**src/rtl/dshot_pkg.sv**
```systemverilog
// Shared DSHOT definitions: frame width, command range, scheduler states and CRC nibble.
// The bidirectional CRC variant is selected in dshot_crc via DSHOT_BIDIR_EN.
package dshot_pkg;

   localparam int DSHOT_FRAME_W = 16;
   localparam int DSHOT_CMD_MIN = 1;
   localparam int DSHOT_CMD_MAX = 47;

   typedef enum logic [2:0] {
      ST_IDLE       = 3'd0,
      ST_BUILD      = 3'd1,
      ST_WAIT_READY = 3'd2,
      ST_WRITE      = 3'd3,
      ST_HOLD       = 3'd4
   } dshot_state_e;

   function automatic logic [3:0] dshot_crc4(input logic [11:0] v);
      return v[3:0] ^ v[7:4] ^ v[11:8];
   endfunction

   function automatic logic dshot_is_cmd(input logic [10:0] thr);
      return (thr >= 11'(DSHOT_CMD_MIN)) && (thr <= 11'(DSHOT_CMD_MAX));
   endfunction

endpackage

```
**src/rtl/dshot_crc.sv**
```systemverilog
// Combinational DSHOT CRC nibble over the 12-bit {throttle, telem} word.
// Defining DSHOT_BIDIR_EN inverts the nibble for bidirectional DSHOT.
module dshot_crc
   import dshot_pkg::*;
(
   input  logic [11:0] value_i,
   output logic [3:0]  crc_o
);

`ifdef DSHOT_BIDIR_EN
   assign crc_o = ~dshot_crc4(value_i);
`else
   assign crc_o = dshot_crc4(value_i);
`endif

endmodule

```
**src/rtl/dshot_frame_scheduler.sv**
```systemverilog
// Builds DSHOT frames from the staged request and writes them to dshot_output once per refresh tick.
// CRC polarity follows DSHOT_BIDIR_EN (see dshot_crc).
//
// state         | meaning
// ST_IDLE       | waiting for a refresh tick; ticks seen while disabled are dropped
// ST_BUILD      | latch frame from the stage into o_dshot_value
// ST_WAIT_READY | wait for downstream ready; disable aborts without writing
// ST_WRITE      | one-cycle o_write strobe
// ST_HOLD       | wait for downstream ready to drop, bounded by HOLD_TIMEOUT
module dshot_frame_scheduler
   import dshot_pkg::*;
#(
   parameter int clockFrequency = 72_000_000,
   parameter int REFRESH_HZ     = 1000,
   parameter int CMD_REPEAT     = 10,
   parameter int HOLD_TIMEOUT   = 8
) (
   input  logic                     i_clk,
   input  logic                     i_reset,
   input  logic [10:0]              i_throttle,
   input  logic                     i_telem,
   input  logic                     i_update,
   input  logic                     i_enable,
   output logic [DSHOT_FRAME_W-1:0] o_dshot_value,
   output logic                     o_write,
   input  logic                     i_ready,
   output logic                     o_busy,
   output logic                     o_cmd_active,
   output logic                     o_overrun,
   output logic                     o_timeout
);

   localparam int REFRESH_TICKS = clockFrequency / REFRESH_HZ;
   localparam int TIMER_W       = (REFRESH_TICKS > 1) ? $clog2(REFRESH_TICKS) : 1;
   localparam int HOLD_W        = (HOLD_TIMEOUT > 1) ? $clog2(HOLD_TIMEOUT) : 1;
   localparam logic [7:0] REPEAT_INIT = 8'(CMD_REPEAT);

   dshot_state_e state_q, state_d;

   logic [TIMER_W-1:0]       timer_q, timer_d;
   logic                     tick_pend_q, tick_pend_d;
   logic                     overrun_q, overrun_d;
   logic                     timeout_q, timeout_d;
   logic [HOLD_W-1:0]        hold_q, hold_d;
   logic [DSHOT_FRAME_W-1:0] value_q, value_d;
   logic                     frame_cmd_q, frame_cmd_d;
   logic [10:0]              stage_thr_q, stage_thr_d;
   logic                     stage_tel_q, stage_tel_d;
   logic                     cmd_act_q, cmd_act_d;
   logic [7:0]               rep_q, rep_d;
   logic                     pend_v_q, pend_v_d;
   logic [10:0]              pend_thr_q, pend_thr_d;
   logic                     pend_tel_q, pend_tel_d;

   logic        wrap, tick_clr, cmd_wr, stage_is_cmd;
   logic        ld, ld_tel;
   logic [10:0] ld_thr;
   logic [11:0] frame_word;
   logic [3:0]  frame_crc;

   assign stage_is_cmd = dshot_is_cmd(stage_thr_q);
   assign frame_word   = {stage_thr_q, stage_is_cmd | stage_tel_q};

   dshot_crc u_crc (
      .value_i (frame_word),
      .crc_o   (frame_crc)
   );

   assign wrap        = (timer_q == TIMER_W'(REFRESH_TICKS - 1));
   assign timer_d     = wrap ? '0 : timer_q + 1'b1;
   assign tick_pend_d = wrap | (tick_pend_q & ~tick_clr);
   assign overrun_d   = overrun_q | (wrap & tick_pend_q);

   always_comb begin
      state_d     = state_q;
      tick_clr    = 1'b0;
      value_d     = value_q;
      frame_cmd_d = frame_cmd_q;
      hold_d      = hold_q;
      timeout_d   = timeout_q;
      o_write     = 1'b0;
      case (state_q)
         ST_IDLE: begin
            if (tick_pend_q) begin
               tick_clr = 1'b1;
               if (i_enable) state_d = ST_BUILD;
            end
         end
         ST_BUILD: begin
            value_d     = {frame_word, frame_crc};
            frame_cmd_d = stage_is_cmd;
            state_d     = ST_WAIT_READY;
         end
         ST_WAIT_READY: begin
            if (!i_enable)    state_d = ST_IDLE;
            else if (i_ready) state_d = ST_WRITE;
         end
         ST_WRITE: begin
            // The outgoing frame serves any tick that piled up while stalled.
            o_write  = 1'b1;
            tick_clr = 1'b1;
            hold_d   = HOLD_W'(HOLD_TIMEOUT - 1);
            state_d  = ST_HOLD;
         end
         ST_HOLD: begin
            if (!i_ready) begin
               state_d = ST_IDLE;
            end else if (hold_q == '0) begin
               timeout_d = 1'b1;
               state_d   = ST_IDLE;
            end else begin
               hold_d = hold_q - 1'b1;
            end
         end
         default: state_d = ST_IDLE;
      endcase
   end

   // Only frames built from a command count against the repeat budget.
   assign cmd_wr = (state_q == ST_WRITE) && cmd_act_q && frame_cmd_q;

   always_comb begin
      stage_thr_d = stage_thr_q;
      stage_tel_d = stage_tel_q;
      cmd_act_d   = cmd_act_q;
      rep_d       = rep_q;
      pend_v_d    = pend_v_q;
      pend_thr_d  = pend_thr_q;
      pend_tel_d  = pend_tel_q;
      ld          = 1'b0;
      ld_thr      = i_throttle;
      ld_tel      = i_telem;
      if (cmd_wr) rep_d = rep_q - 8'd1;
      if (cmd_wr && rep_q <= 8'd1) begin
         ld       = 1'b1;
         pend_v_d = 1'b0;
         if (!i_update) begin
            ld_thr = pend_v_q ? pend_thr_q : '0;
            ld_tel = pend_v_q ? pend_tel_q : 1'b0;
         end
      end else if (i_update) begin
         if (cmd_act_q) begin
            pend_v_d   = 1'b1;
            pend_thr_d = i_throttle;
            pend_tel_d = i_telem;
         end else begin
            ld = 1'b1;
         end
      end
      if (ld) begin
         stage_thr_d = ld_thr;
         stage_tel_d = ld_tel;
         cmd_act_d   = dshot_is_cmd(ld_thr);
         if (dshot_is_cmd(ld_thr)) rep_d = REPEAT_INIT;
      end
   end

   always_ff @(posedge i_clk) begin
      if (i_reset) begin
         state_q     <= ST_IDLE;
         timer_q     <= '0;
         tick_pend_q <= 1'b0;
         overrun_q   <= 1'b0;
         timeout_q   <= 1'b0;
         hold_q      <= '0;
         value_q     <= '0;
         frame_cmd_q <= 1'b0;
         stage_thr_q <= '0;
         stage_tel_q <= 1'b0;
         cmd_act_q   <= 1'b0;
         rep_q       <= '0;
         pend_v_q    <= 1'b0;
         pend_thr_q  <= '0;
         pend_tel_q  <= 1'b0;
      end else begin
         state_q     <= state_d;
         timer_q     <= timer_d;
         tick_pend_q <= tick_pend_d;
         overrun_q   <= overrun_d;
         timeout_q   <= timeout_d;
         hold_q      <= hold_d;
         value_q     <= value_d;
         frame_cmd_q <= frame_cmd_d;
         stage_thr_q <= stage_thr_d;
         stage_tel_q <= stage_tel_d;
         cmd_act_q   <= cmd_act_d;
         rep_q       <= rep_d;
         pend_v_q    <= pend_v_d;
         pend_thr_q  <= pend_thr_d;
         pend_tel_q  <= pend_tel_d;
      end
   end

   assign o_dshot_value = value_q;
   assign o_busy        = (state_q != ST_IDLE);
   assign o_cmd_active  = cmd_act_q;
   assign o_overrun     = overrun_q;
   assign o_timeout     = timeout_q;

endmodule

```
**config.mk**
```make
export PLATFORM = sky130hd
export DESIGN_NAME = dshot_frame_scheduler
export DESIGN_NICKNAME = d
export VERILOG_FILES = /design/src/rtl/dshot_pkg.sv /design/src/rtl/dshot_crc.sv /design/src/rtl/dshot_frame_scheduler.sv
export SDC_FILE = /design/constraint.sdc
export NUM_CORES = 1
export LEC_CHECK = 0
export CAP_MARGIN = 5
export CORE_MARGIN = 2
export CORE_UTILIZATION = 55
export CTS_BUF_LIST = sky130_fd_sc_hd__clkbuf_16
export CTS_CLUSTER_SIZE = 16
export DETAILED_ROUTE_END_ITERATION = 7
export HOLD_SLACK_MARGIN = 0.06
export PLACE_DENSITY = 0.81
export SKIP_LAST_GASP = 1
export SYNTH_ARGS = -nofsm -noshare
export SYNTH_HDL_FRONTEND = slang
export SYNTH_SLANG_ARGS = --single-unit
export TNS_END_PERCENT = 100
```
**constraint.sdc**
```tcl
create_clock -name i_clk -period 3.3 [get_ports i_clk]
set_input_delay 0.66 -clock i_clk [delete_from_list [all_inputs] [get_ports i_clk]]
set_output_delay 0.66 -clock i_clk [all_outputs]
set_load 0.02 [all_outputs]
```
# After elaboration in Yosys (flattened, before gate mapping)
# Cells that the tools add are included.
# classes
n_reduce_logical	16
n_lt_le_gt_ge	5
add_sub_neg	3
muxes	25
n_eq_ne	11
bitwise_logic	9
# ops
op	n
$mux 11	3
$mux 3	8
$mux 8	3
$ge 11x1->1 const B	2
$le 11x6->1 const B	2
$add 17x1->17 const B	1
$eq 17x17->1 const B	1
$pmux 3 s5	1
$reduce_and 3->1	3
$le 8x1->1 const B	1
$mux 1	8
$ne 2x2->1 const B	4
$sub 8x1->8 const B	1
$xor 4x4->4	2
$eq 3x2->1 const B	2
$logic_not 3->1	2
$ne 3x3->1 const B	2
$pmux 3 s2	1
$logic_and 1x1->1	5
$reduce_and 4->1	1
$reduce_or 2->1	2
$eq 3x1->1 const B	1
$eq 3x3->1 const B	1
$or 1x1->1	3
other kinds (7)	9
# totals
regBits	77
elab_cells	84
output_inout_bits	21
input_bits	17

# Logic depth before layout (Yosys ltp)
# Gate-level depths: netlist of run 1.
# logic_depth
word_depth	9
ltp_mapped	8
depth_no_buf	7

# By module
# A second synthesis of run 1 with hierarchy kept.
# unflattened
hier_cells	383
hier_area_um2	3408.3
# by_module_without_submodules
module	cells_each	area_each_um2	instances	seq_area_each_um2
dshot_frame_scheduler	379	3313.2	1	1541.5
dshot_crc	4	95.1	1	0.0

# Least setup slack after synthesis of run 1
# OpenSTA, ideal clock, no wires.
# synth_timing
path_type	register to register
start	register rep_q[0]
end	register stage_thr_q[0]
period_less_slack_ps	1888
required_time_ps	3163
n_path_buf	1
arrival_ps	1751
path_stages_with_launch	9
setup_time_ps	137
setup_slack_ps	1412
cell_sequence	dfxtp_1 -> inv_1 -> ha_1 -> o21bai_1 -> nor4_4 -> nand2b_2 -> clkbuf_1 -> a22oi_1 -> a211oi_1
# synth_between
elab_chain_cells	3
elab_cells_between_ends	4
classes_between	1 x order compare; 2 x mux; 1 x reduce/logical
# synth_lines
item	line	rtl
start, declared	dshot_frame_scheduler.sv:50	logic [7:0] rep_q, rep_d;
start signal, assigned	dshot_frame_scheduler.sv:187	rep_q <= rep_d;
$le 8x1->1 *	dshot_frame_scheduler.sv:134	if (cmd_wr && rep_q <= 8'd1) begin
$logic_and 1x1->1 *	dshot_frame_scheduler.sv:134	
$mux 11 / $mux 1 (equally long branches)	dshot_frame_scheduler.sv:134	
end signal, assigned	dshot_frame_scheduler.sv:184	stage_thr_q <= stage_thr_d;
end, declared	dshot_frame_scheduler.sv:47	logic [10:0] stage_thr_q, stage_thr_d;
# Every way passes the cells marked *; elsewhere a longest branch is shown, timed or not.
# A chain may end at the register's enable or synchronous reset.

# Worst setup path in the final report of run 1
# layout_timing
start	register state_q[1]
end	output o_write
# layout_between
elab_chain_cells	2
# layout_lines
item	line	rtl
start, declared	dshot_frame_scheduler.sv:38	dshot_state_e state_q, state_d;
start signal, assigned	dshot_frame_scheduler.sv:176	state_q <= state_d;
$eq 3x2->1	dshot_frame_scheduler.sv:82	case (state_q)
$mux 1	dshot_frame_scheduler.sv:82	
end, declared	dshot_frame_scheduler.sv:25	output logic o_write,
# Every way passes these cells.

==> results.toml, run 1 <==
[global_routing]
grt_pass1_vias = 2755
grt_max_degree = 39
grt_pass1_wl_mm = 12.7
grt_usage_pct = 22.1
grt-ovfl-total = 0
antenna_found_initial = 0

[die]
fp.dieW_um = 83.0
die_h_um = 83.0
initial_core_util_pct = 57.4
die-area_sq_mm = 0.00689
num_rows = 28
ios = 38
core-area_sq_mm = 0.00599

[synthesis]
synth-edff-count = 0
synth_area_sq_mm = 0.00344
synth_simple_gate_area_share_pct = 23.2
synth_compound_area_share_pct = 16.9
synth-main-ff-cell = "dfxtp_1"
synthArstFlopShare_pct = 0
synth_top_area_share_pct = 44.9
ys_seq_area_share_pct = 44.9
synthAdderAreaFrac_pct = 1.82
post-synth-top-count-cell = "dfxtp_1"
muxShareOfSynthArea_pct = 1.68
synth_top_cell_by_area = "dfxtp_1"
ys_ff_latch = 77
syn_nets = 417
synth_top_family_by_area = "simple AND/OR/NAND/NOR gates"
synth.avg_cell_area_sq_um = 8.70
synthCells = 395
ys_types = 52
synth-xor-area-share_pct = 7.39
yosys_warnings = 0
synthTopCellsByCount = "dfxtp_1, nand2_1, nor2_1"
synth.area.top_cells = "dfxtp_1, nand2_1, xnor2_1, a211oi_1, a21oi_1"

[worst_setup_path]
arrival_ps = 1850
cp-end-kind = "primary output"
cp_slowest_cell = "clkdlybuf4s50_1"
cp-start-kind = "register"
max_stage_delay_ps = 620
required_ps = 2640
crit_fanout = 9
crit_type = "reg -> out"
cp_cell_sequence = "nand3b_1, inv_1, clkdlybuf4s50_1"
startpoint = "state_q[1]$_SDFFE_PP0P_"
r2r_start = "rep_q[0]$_SDFF_PP0_"

[outcome]
run_status = "finished, final reports clean"

[clock_tree]
cts_root_buffer = "clkbuf_16"
ctsHoldBuffers = 0
path_clk_slew_ps = 50
h-tree-depth = 3
clockBufferDepth = 2
postCtsSetupRepairBufs = 0
cts_tree = "built"
ctsResizeCount = 0
cts_sinks = 77
cts_inserted_buffers = 9
clock_insertion_delay_worst_skew_ps = 330

[sta]
tns_ps = 0
post-route-period-util_pct = 76.0
hold_ws_ps = 456
maxSlewViolCount = 0
fin_skew_ps = 5.98
setup_viol_count_final = 0
relSlewSlack_pct = 32.7
final_hold_viol_count = 0
fmax_mhz = 399
rsz0062_at_grt = "no"
fin_crit_ps = 2510
max_slew.worst_pin.slew_ps = 1010

[placed_design]
placed_area_sq_mm = 0.00382
routabilityCongestion = 0.854
io_buffers = 37
dp_cells = 487
dp_hpwl_mm = 4.93

[final_layout]
final_cells = 500
antenna_cells = 0
syn2layout_area_growth_pct = 18.9
post-route-util_pct = 68.2
design_area_sq_mm = 0.00409
nets = 445
layout-drive-gt1-share_pct = 7.76

[worst_hold_path]
min_path_type = "reg -> reg"
hp-start = "o_dshot_value[10]$_SDFFE_PP0P_"

[power]
p_per_area_mw_per_mm2 = 495
peakVddDrop_uv = 346
power.leakage_uw = 0.00137

[routing]
first_pass_iters = 4
drtIter0Drc = 118
viasPerCell = 5.81
wirelength_mm = 7.38
wl_per_cell_um = 14.8
drc = 0
antenna_left = 0
num_vias = 2906

[run]
cap_violations = 0
-- metrics by stage --
stage,worst slack (ps),power [uW]
global placement,866,1120
CTS,787,2030
global route,631,2080
detailed placement,821,1120
finish,791,2020
floorplan,1410,1070
-- cell type report --
type	instances	area, sq um
clock buffer	9	225
clock inverter	4	43.8
multi-input combinational	285	1750
fill	467	1910
sequential	77	1540
inverter	9	33.8
timing repair buffer	41	395
tap	75	93.8
-- logic make-up (layout without fill, tap and decap cells) --
| family | Yosys count | after routing |
|---|---|---|
| simple gates | 154 | 154 |
| compound gates | 92 | 92 |
| flops | 77 | 77 |
| buf+inv | 33 | 63 |
| xor+xnor | 29 | 29 |
| fa+ha+maj | 5 | 5 |
| mux | 5 | 5 |
-- cells in the final DEF (no fill, tap or decap), types with 2 or more instances in the layout --
cell             instances
a22oi_1                 11
mux2_2                   3
nor3_1                  13
nand3_1                 10
clkinv_2                 2
clkdlybuf4s50_1         36
inv_1                   10
nor2_1                  42
a31oi_1                  3
o21ai_0                 14
and3_1                   5
or2_2                    2
nand4_1                  2
nand4bb_4                2
a211oi_1                22
dfxtp_1                 77
or3_1                    5
o32ai_1                  2
clkbuf_16                9
ha_1                     5
and4_1                   2
xnor2_1                 20
nand2_1                 54
nor4_1                   2
xor2_1                   9
a21oi_1                 33
buf_4                    4
-- where the power goes --
part           leakage, uW  switching [uW]  internal (uW)
Clock             0.000138             352            567
Combinational     0.000605            69.5           60.8
Sequential        0.000624            22.7            949
-- critical path, delay by kind of cell (launching register included) --
kind	cells	cell delay, ps
DFF	1	510
and+or+nand+nor	1	200
buffers and inverters	2	800
-- path summary, 6_finish.rpt --
path	end	slack, ps	cells past startpoint
worst max-delay path	o_write	790	3
worst min-delay path	o_dshot_value[10]$_SDFFE_PP0P_	460	2
worst max register to register	rep_q[4]$_SDFF_PP0_	850	8
worst min register to register	o_dshot_value[10]$_SDFFE_PP0P_	460	2
-- sequential cells by signal, summed over array words and instances (netlist names), 3 cells and up --
signal         count
stage_thr_q       11
state_q            3
rep_q              8
timer_q           17
o_dshot_value     16
pend_thr_q        11
hold_q             3
-- routing by layer --
layer / global-route usage (%) / wire length, um
met3: 3.88 / 266
met2: 35.6 / 3490
met4: 9.99 / 100
met1: 29.0 / 3520
met5: 0 / 0
(Power assumes the default switching activity.)
==> run 2: changes to the inputs <==
Clock period 3.3 ns to 2.4 ns, I/O delays scaled along.
==> run 2 against run 1 <==
Register-to-register slack lost 550 ps. First-iteration DRC count is 42% higher. Clock-buffer cell count stayed put. Sequential power up 38%. Die area unchanged. Non-clock buffer count grew 6. Hold slack got worse by 2.7 ps. Routed wire length shrank 0.35%. Clock skew up 0.65 ps. Global-route usage decreased by 0.30 points. Critical endpoint unchanged. Largest power group unchanged.
==> results.toml, run 2 (same netlist as run 1, synthesis figures left out) <==
[worst_setup_path]
r2r_start = "rep_q[1]$_SDFF_PP0_"
r2r_cells = 8
r2r_end = "o_cmd_active$_SDFFE_PP0N_"
cp-start-kind = "register"
crit_type = "reg -> out"
cp-end-kind = "primary output"
arrival_ps = 1810
rrSetupSlack_ps = 300
required_ps = 1920
crit_fanout = 8

[sta]
max_slew.worst_pin.slew_ps = 657
tns_ps = 0
fin_crit_ps = 2290
setup_viol_count_final = 0
maxSlewViolCount = 0
fmax_mhz = 437
hold_ws_ps = 453
post-route-period-util_pct = 95.3
final_hold_viol_count = 0
rsz0062_at_grt = "no"
relSlewSlack_pct = 56.2
fin_skew_ps = 6.63
setup_slack_ps = 113

[die]
die-area_sq_mm = 0.00689
core-area_sq_mm = 0.00599
ios = 38
num_rows = 28
die_h_um = 83.0
initial_core_util_pct = 57.4
fp.dieW_um = 83.0

[final_layout]
syn2layout_area_growth_pct = 20.9
ff_latch_area_sq_mm = 0.00154
mostFrequentLayoutCell = "dfxtp_1"
layout-drive-gt1-share_pct = 9.68
fill_cells = 491
top_register = "timer_q"
nets = 451
mostFrequentLayoutCells = "dfxtp_1, nand2_1, nor2_1"
design_area_sq_mm = 0.00415
post-route-util_pct = 69.3
multi_input_area_sq_mm = 0.00175
largest_register_ffs = 17
antenna_cells = 0

[placed_design]
io_buffers = 37
placed_area_sq_mm = 0.00386
dpl_worst_slack_ps = 341
routabilityCongestion = 0.866
dp_hpwl_mm = 5.11

[power]
peakVddDrop_uv = 465
power.leakage_uw = 0.00140
p_per_area_mw_per_mm2 = 680

[clock_tree]
h-tree-depth = 3
clockBufferDepth = 2
cts_root_buffer = "clkbuf_16"
cts_sinks = 77
ctsHoldBuffers = 0
postCtsSetupRepairBufs = 0
ctsResizeCount = 0
clock_insertion_delay_worst_skew_ps = 330
cts_tree = "built"
path_clk_slew_ps = 60
cts_inserted_buffers = 9

[worst_hold_path]
hold_path_end = "o_dshot_value[5]$_SDFFE_PP0P_"
min_path_type = "reg -> reg"
hp-start = "o_dshot_value[5]$_SDFFE_PP0P_"
min_path_cells = 2

[routing]
wirelength_mm = 7.35
viasPerCell = 5.70
wl_per_cell_um = 14.4
drc = 0
num_vias = 2902
antenna_left = 0
drtIter0Drc = 167
first_pass_iters = 4

[global_routing]
grt-ovfl-total = 0
grt_pass1_vias = 2707
grt_usage_pct = 21.8
grt_max_degree = 37
antenna_found_initial = 0
grt_pass1_wl_mm = 12.4

[outcome]
run_status = "finished, final reports clean"

[run]
cap_violations = 0
## run 2: cell count changes in the layout (fill, tap and decap cells not counted)
| cell | change |
|---|---|
| buf_4 | +6 |
| clkinv_1 | +2 |
| clkinvlp_4 | +2 |
| clkinv_2 | -1 |
| clkinv_4 | +1 |
| dfxtp_1 | -1 |
| dfxtp_2 | +1 |
| inv_1 | -1 |
## run 2: worst max-delay path by stage
| stage | start | endpoint | slack [ps] | cells past startpoint |
|---|---|---|---|---|
| after global routing | state_q[0]$_SDFFE_PP0P_ | o_write | 30 | 3 |
| after detailed placement | rep_q[1]$_SDFF_PP0_ | rep_q[1]$_SDFF_PP0_ | 340 | 8 |
| after CTS | state_q[1]$_SDFFE_PP0P_ | o_write | 70 | 3 |
| after global placement | i_update | pend_thr_q[8]$_SDFFE_PP0P_ | 380 | 6 |
| final | state_q[0]$_SDFFE_PP0P_ | o_write | 110 | 3 |
| after floorplan | rep_q[0]$_SDFF_PP0_ | stage_thr_q[0]$_SDFFE_PP0N_ | 510 | 8 |
## run 2: final cells by class
class | instances | area share, %
multi-input combinational | 285 | 42.2
sequential | 77 | 37.1
timing repair buffer | 47 | 10.6
clock buffer | 9 | 5.42
tap | 75 | 2.26
clock inverter | 7 | 1.60
inverter | 9 | 0.813
## run 2: routing by layer
layer  GRT usage (%)  routed length, um
met5               0                  0
met1            28.7               3450
met4            10.9                158
met2            34.7               3510
met3            3.68                226
## run 2: critical path, stage by stage, from the launching register on
cell,delay [ps]
dfxtp_1,480
nand3b_1,200
inv_1,170
clkdlybuf4s50_1,630
## run 2: report_power, final
part	internal, uW	switching [uW]	total [uW]
combinational	84.8	95.5	180
sequential	1310	30.3	1340
clock	796	514	1310
total	2190	639	2830
## run 2: stage by stage
step	total power, uW	std cells
finish	2830	509
global route	2930	509
CTS	2840	509
detailed placement	1540	493
global placement	1540	493
floorplan	1470	395
